### config.mk
export PLATFORM = sky130hd
export DESIGN_NAME = pc_control_flat
export DESIGN_NICKNAME = d
export VERILOG_FILES = /design/src/rtl/pc_control_if.sv /design/src/rtl/pc_control.sv /design/src/flat_wrapper.sv
export SDC_FILE = /design/constraint.sdc
export NUM_CORES = 1
export LEC_CHECK = 0
export CELL_PAD_IN_SITES_DETAIL_PLACEMENT = 0
export CELL_PAD_IN_SITES_GLOBAL_PLACEMENT = 2
export CORE_UTILIZATION = 28
export DETAILED_ROUTE_END_ITERATION = 10
export GPL_TIMING_DRIVEN = 0
export PLACE_DENSITY_LB_ADDON = 0.3
export SKIP_LAST_GASP = 1
export SLEW_MARGIN = 10
export SYNTH_ARGS = -nofsm -noshare
export SYNTH_HDL_FRONTEND = slang
export SYNTH_SLANG_ARGS = --single-unit
### constraint.sdc
create_clock -name clk -period 7.7 [get_ports clk]
set_clock_uncertainty 0.1 [all_clocks]
set_input_delay 2.31 -clock clk [delete_from_list [all_inputs] [get_ports clk]]
set_output_delay 2.31 -clock clk [all_outputs]
set_load 0.1 [all_outputs]
### src/rtl/pc_control_if.sv
// Bus between the decode/ALU side and the next-PC stage.
// The master drives instruction, operand and flag inputs; the slave returns PC state.
interface pc_control_if;
    logic [15:0] instr;
    logic [15:0] rs_data;
    logic        stall;
    logic        z_in;
    logic        n_in;
    logic        v_in;
    logic        z_en;
    logic        n_en;
    logic        v_en;
    logic [15:0] pc_out;
    logic [15:0] pc_plus2;
    logic        branch_taken;
    logic [2:0]  flags;
    logic        hlt;

    modport master (
        output instr, rs_data, stall,
        output z_in, n_in, v_in, z_en, n_en, v_en,
        input  pc_out, pc_plus2, branch_taken, flags, hlt
    );

    modport slave (
        input  instr, rs_data, stall,
        input  z_in, n_in, v_in, z_en, n_en, v_en,
        output pc_out, pc_plus2, branch_taken, flags, hlt
    );
endinterface

### src/rtl/pc_control.sv
// Next-PC stage: owns the PC, the {Z,N,V} flag register and the sticky halt bit.
// Resolves B/BR against the registered flags and redirects with single-cycle latency.
module pc_control #(
    parameter logic [15:0] RESET_PC = 16'h0000
) (
    input logic         clk,
    input logic         rst,
    pc_control_if.slave bus
);
    localparam logic [3:0] OP_B   = 4'b1100;
    localparam logic [3:0] OP_BR  = 4'b1101;
    localparam logic [3:0] OP_HLT = 4'b1111;

    logic [15:0] pc_q, pc_d;
    logic [2:0]  flags_q, flags_d;
    logic        halted_q, halted_d;

    logic [3:0]  opcode;
    logic [2:0]  cond;
    logic        is_b, is_br, is_hlt;
    logic        flag_z, flag_n, flag_v;
    logic        cond_true;
    logic        hlt;
    logic        advance;
    logic        branch_taken;
    logic [15:0] pc_plus2;
    logic [15:0] b_offset;
    logic [15:0] target;

    assign opcode = bus.instr[15:12];
    assign cond   = bus.instr[11:9];
    assign is_b   = (opcode == OP_B);
    assign is_br  = (opcode == OP_BR);
    assign is_hlt = (opcode == OP_HLT);

    assign flag_z = flags_q[2];
    assign flag_n = flags_q[1];
    assign flag_v = flags_q[0];

    always_comb begin
        cond_true = 1'b0;
        case (cond)
            3'b000:  cond_true = ~flag_z;
            3'b001:  cond_true = flag_z;
            3'b010:  cond_true = ~flag_z & ~flag_n;
            3'b011:  cond_true = flag_n;
            3'b100:  cond_true = flag_z | (~flag_z & ~flag_n);
            3'b101:  cond_true = flag_n | flag_z;
            3'b110:  cond_true = flag_v;
            default: cond_true = 1'b1;
        endcase
    end

    assign hlt          = halted_q | is_hlt;
    assign advance      = ~bus.stall & ~hlt;
    assign branch_taken = (is_b | is_br) & cond_true & ~hlt;

    // imm9 is a halfword offset: sign-extend and scale by two.
    assign pc_plus2 = pc_q + 16'd2;
    assign b_offset = {{6{bus.instr[8]}}, bus.instr[8:0], 1'b0};
    assign target   = is_br ? bus.rs_data : (pc_plus2 + b_offset);

    always_comb begin
        pc_d = pc_q;
        if (advance) begin
            pc_d = branch_taken ? target : pc_plus2;
        end
    end

    always_comb begin
        flags_d = flags_q;
        if (advance) begin
            if (bus.z_en) flags_d[2] = bus.z_in;
            if (bus.n_en) flags_d[1] = bus.n_in;
            if (bus.v_en) flags_d[0] = bus.v_in;
        end
    end

    assign halted_d = halted_q | (~bus.stall & is_hlt);

    always_ff @(posedge clk) begin
        if (rst) begin
            pc_q     <= RESET_PC;
            flags_q  <= 3'b000;
            halted_q <= 1'b0;
        end else begin
            pc_q     <= pc_d;
            flags_q  <= flags_d;
            halted_q <= halted_d;
        end
    end

    assign bus.pc_out       = pc_q;
    assign bus.pc_plus2     = pc_plus2;
    assign bus.branch_taken = branch_taken;
    assign bus.flags        = flags_q;
    assign bus.hlt          = hlt;
endmodule

### src/flat_wrapper.sv
// flat-port wrapper written by rule: the top's interface ports become plain ports
module pc_control_flat 
#(
    parameter logic [15:0] RESET_PC = 16'h0000
)
  (clk, rst, bus_instr, bus_rs_data, bus_stall, bus_z_in, bus_n_in, bus_v_in, bus_z_en, bus_n_en, bus_v_en, bus_pc_out, bus_pc_plus2, bus_branch_taken, bus_flags, bus_hlt);
  pc_control_if bus_i ();
  input logic clk;
  input logic rst;
  input wire logic [$bits(bus_i.instr)-1:0] bus_instr;
  input wire logic [$bits(bus_i.rs_data)-1:0] bus_rs_data;
  input wire logic [$bits(bus_i.stall)-1:0] bus_stall;
  input wire logic [$bits(bus_i.z_in)-1:0] bus_z_in;
  input wire logic [$bits(bus_i.n_in)-1:0] bus_n_in;
  input wire logic [$bits(bus_i.v_in)-1:0] bus_v_in;
  input wire logic [$bits(bus_i.z_en)-1:0] bus_z_en;
  input wire logic [$bits(bus_i.n_en)-1:0] bus_n_en;
  input wire logic [$bits(bus_i.v_en)-1:0] bus_v_en;
  output wire logic [$bits(bus_i.pc_out)-1:0] bus_pc_out;
  output wire logic [$bits(bus_i.pc_plus2)-1:0] bus_pc_plus2;
  output wire logic [$bits(bus_i.branch_taken)-1:0] bus_branch_taken;
  output wire logic [$bits(bus_i.flags)-1:0] bus_flags;
  output wire logic [$bits(bus_i.hlt)-1:0] bus_hlt;
  assign bus_i.instr = bus_instr;
  assign bus_i.rs_data = bus_rs_data;
  assign bus_i.stall = bus_stall;
  assign bus_i.z_in = bus_z_in;
  assign bus_i.n_in = bus_n_in;
  assign bus_i.v_in = bus_v_in;
  assign bus_i.z_en = bus_z_en;
  assign bus_i.n_en = bus_n_en;
  assign bus_i.v_en = bus_v_en;
  assign bus_pc_out = bus_i.pc_out;
  assign bus_pc_plus2 = bus_i.pc_plus2;
  assign bus_branch_taken = bus_i.branch_taken;
  assign bus_flags = bus_i.flags;
  assign bus_hlt = bus_i.hlt;
  pc_control #(.RESET_PC(RESET_PC)) u_core (.clk(clk), .rst(rst), .bus(bus_i));
endmodule
==> results.md <==
- Vias/cell: 5.28
- Netlist cell types: 67
- Initial antenna violation count: 0
- DRC Markers: 0
- Leakage: 1.40 nW
- Setup_tns: 0 ps
- CTS Root Cell: clkbuf_8
- Endpoints failing setup: 0
- First-pass GRT wire length: 12700 µm
- Worst slew margin: 34.4%
- Detailed-route via count: 2539
- Yosys reg bits: 20
- Final ANT Viol Nets: 0
- Crit path required time: 5290 ps
- Die X: 93.4 µm
- Syn avg cell area: 7.83 µm²
- Crit path kind: input pin to output port
- CTS H-tree lvls: 1
- Fmax: 138 MHz
- Clock sinks: 20
- Post-synthesis instance area: 2340 µm²
- Warnings, synthesis: 0
- Peak VDD IR: 0.0000742 V
- Fill cell count: 815
- Overall routing resource usage: 18.7%
- Largest net degree at the start of global routing: 12
- Fin crit share: 94.2%
- Hold Vio Cnt, Final: 0
- Fin worst setup slack: 444 ps
- Hold WC Path Type: register to register
- Initial drt markers: 132
- Pre-antenna DRT Iters: 4
- Critical path launch point type: input pin
- Hold Buf Count CTS: 0
- Number of global-route vias before repair: 2415
- # port buffers: 76
- Slew Limit Fails: 0
- Share of layout cells above drive strength 1: 8.44%
- I/O pin count: 78
- CTS tree: done
- Clock Latency Late Sink: 260 ps
- Max FO, Critical Path: 10
- DR WL/cell: 16.3 µm
- PwrDens: 122 nW/µm²
- Clock tree buffer depth: 2
- Global route total overflow: 0
- Total inserted antenna cells: 0
- Worst slew pin tran: 982 ps
- Pre-CTS setup slack: 57.7 ps
- Gpl congestion: 0.767
- CP endpoint kind: output port
- Mapped Cells: 299
- Synthesized Nets: 359
- Core area: 7890 µm²
- Async SR Flop Fraction: 0%
- RSZ-0062 raised after global routing: no
- Placement Rows: 32
- HPWL Detailed: 6160 µm
- Register area share after synthesis: 17.1%
- Clock-pin slew on the worst setup and hold paths: 80 ps
- Num CTS Buffers: 3
- Die area: 8730 µm²
- Fin crit period: 7260 ps
- Maximum Capacitance Violations: 0
- Die height: 93.4 µm
- Starting density of the core: 29.7%
- Detailed Route WL: 7860 µm
- Status: finished, final reports clean
- Synthesis-to-finish area growth: 40.4%
- Final nets: 440
- Post-synth EDFFs: 0
- Crit path arrival time: 4850 ps
- Synth Flop Type: dfxtp_1
cell families after synthesis:
kind of cell	share of synthesized area, %
AND/OR/NAND/NOR	29.9
buffers and inverters	5.72
AO/OA/AOI/OAI	25.3
multiplexers	4.71
XOR/XNOR	6.68
flip-flops	17.1
adder cells (fa/ha/maj)	10.5
path summary, 6_finish.rpt:
check	startpoint	endpoint	cells after the start	slack, ps
max	bus_instr[9]	bus_branch_taken	7	440
min	u_core.bus.pc_out[0]	u_core.bus.pc_out[0]	2	430
max reg2reg	u_core.bus.pc_out[1]	u_core.bus.pc_out[13]	12	4060
min reg2reg	u_core.bus.pc_out[0]	u_core.bus.pc_out[0]	2	430
cell type report:
cell class	instances	area, µm²	share of cell area (%)
Tap cell	102	128	3.88
Clock buffer	4	55.1	1.68
Multi-Input combinational cell	252	1810	55.0
Timing Repair Buffer	76	763	23.2
Sequential cell	20	400	12.2
Buffer	14	80.1	2.44
Inverter	13	53.8	1.64
metal layers:
metal | track usage (%) | part of all wire [%]
met5 | 0 | 0
met4 | 3.59 | 0.56
met3 | 2.44 | 5.3
met2 | 30.9 | 47
met1 | 26.0 | 47
cells in the mapped netlist, drive strengths merged (4+ instances only):
cell / number / share of area [%]
a211oi: 6 / 2.4
a21o: 8 / 2.6
a21oi: 19 / 4.1
and3: 6 / 1.6
buf: 10 / 2.8
clkbuf: 4 / 0.64
dfxtp: 20 / 17
ha: 18 / 9.6
inv: 13 / 2.3
mux2i: 11 / 4.7
nand2: 29 / 4.7
nand2b: 6 / 1.6
nand3: 14 / 3.9
nand3b: 4 / 1.3
nor2: 29 / 4.7
nor3: 6 / 1.3
nor4: 5 / 2.2
o211ai: 4 / 1.5
o21ai: 11 / 2.4
or4: 4 / 1.3
xnor2: 8 / 3.0
xor2: 9 / 3.7
registers in the layout, indices dropped and copies added, names as in the netlist:
register	flops
u_core.bus.pc_out	16
u_core.halted_q	1
u_core.bus.flags	3
metrics by stage:
| stage | area (µm²) | total power [mW] | std cells | hold slack (ps) | utilization, % |
|---|---|---|---|---|---|
| after global placement | 3230 | 0.319 | 477 | 408 | 40.9 |
| after CTS | 3280 | 0.405 | 481 | 424 | 41.6 |
| after detailed placement | 3230 | 0.319 | 477 | 405 | 40.9 |
| final | 3290 | 0.400 | 481 | 429 | 41.7 |
| after floorplan | 2340 | 0.257 | 299 | 401 | - |
| after global routing | 3290 | 0.422 | 481 | 475 | 41.7 |
worst max-delay path, cell delays in order:
cell and delay (ps):
clkdlybuf4s50_1 490, nor4b_1 190, a2111oi_2 450, nand3_2 280, inv_6 190, buf_6 170
dlymetal6s2s_1 760
where the power goes:
| part | switching, mW | internal [mW] |
|---|---|---|
| logic | 0.132 | 0.0686 |
| registers | 0.00767 | 0.108 |
| clock network | 0.0383 | 0.0455 |
| total | 0.178 | 0.222 |
layout by cell type, fill, tap and decap left out, drive strengths merged, types with 5 or more instances in the layout:
| cell | count |
|---|---|
| clkdlybuf4s50 | 75 |
| nor2 | 29 |
| nand2 | 29 |
| dfxtp | 20 |
| a21oi | 19 |
| ha | 18 |
| nand3 | 14 |
| inv | 13 |
| mux2i | 11 |
| o21ai | 11 |
| buf | 10 |
| xor2 | 9 |
| xnor2 | 8 |
| a21o | 8 |
| clkbuf | 8 |
| and3 | 6 |
| nand2b | 6 |
| nor3 | 6 |
| a211oi | 6 |
| nor4 | 5 |
repair_timing:
action | 4_1_cts | 5_1_grt
setup buffers | 0 | 0
setup endpoints to repair | 0 | 1
gates resized for setup | 0 | 1
Note: power is estimated with default switching activity, not from simulation.
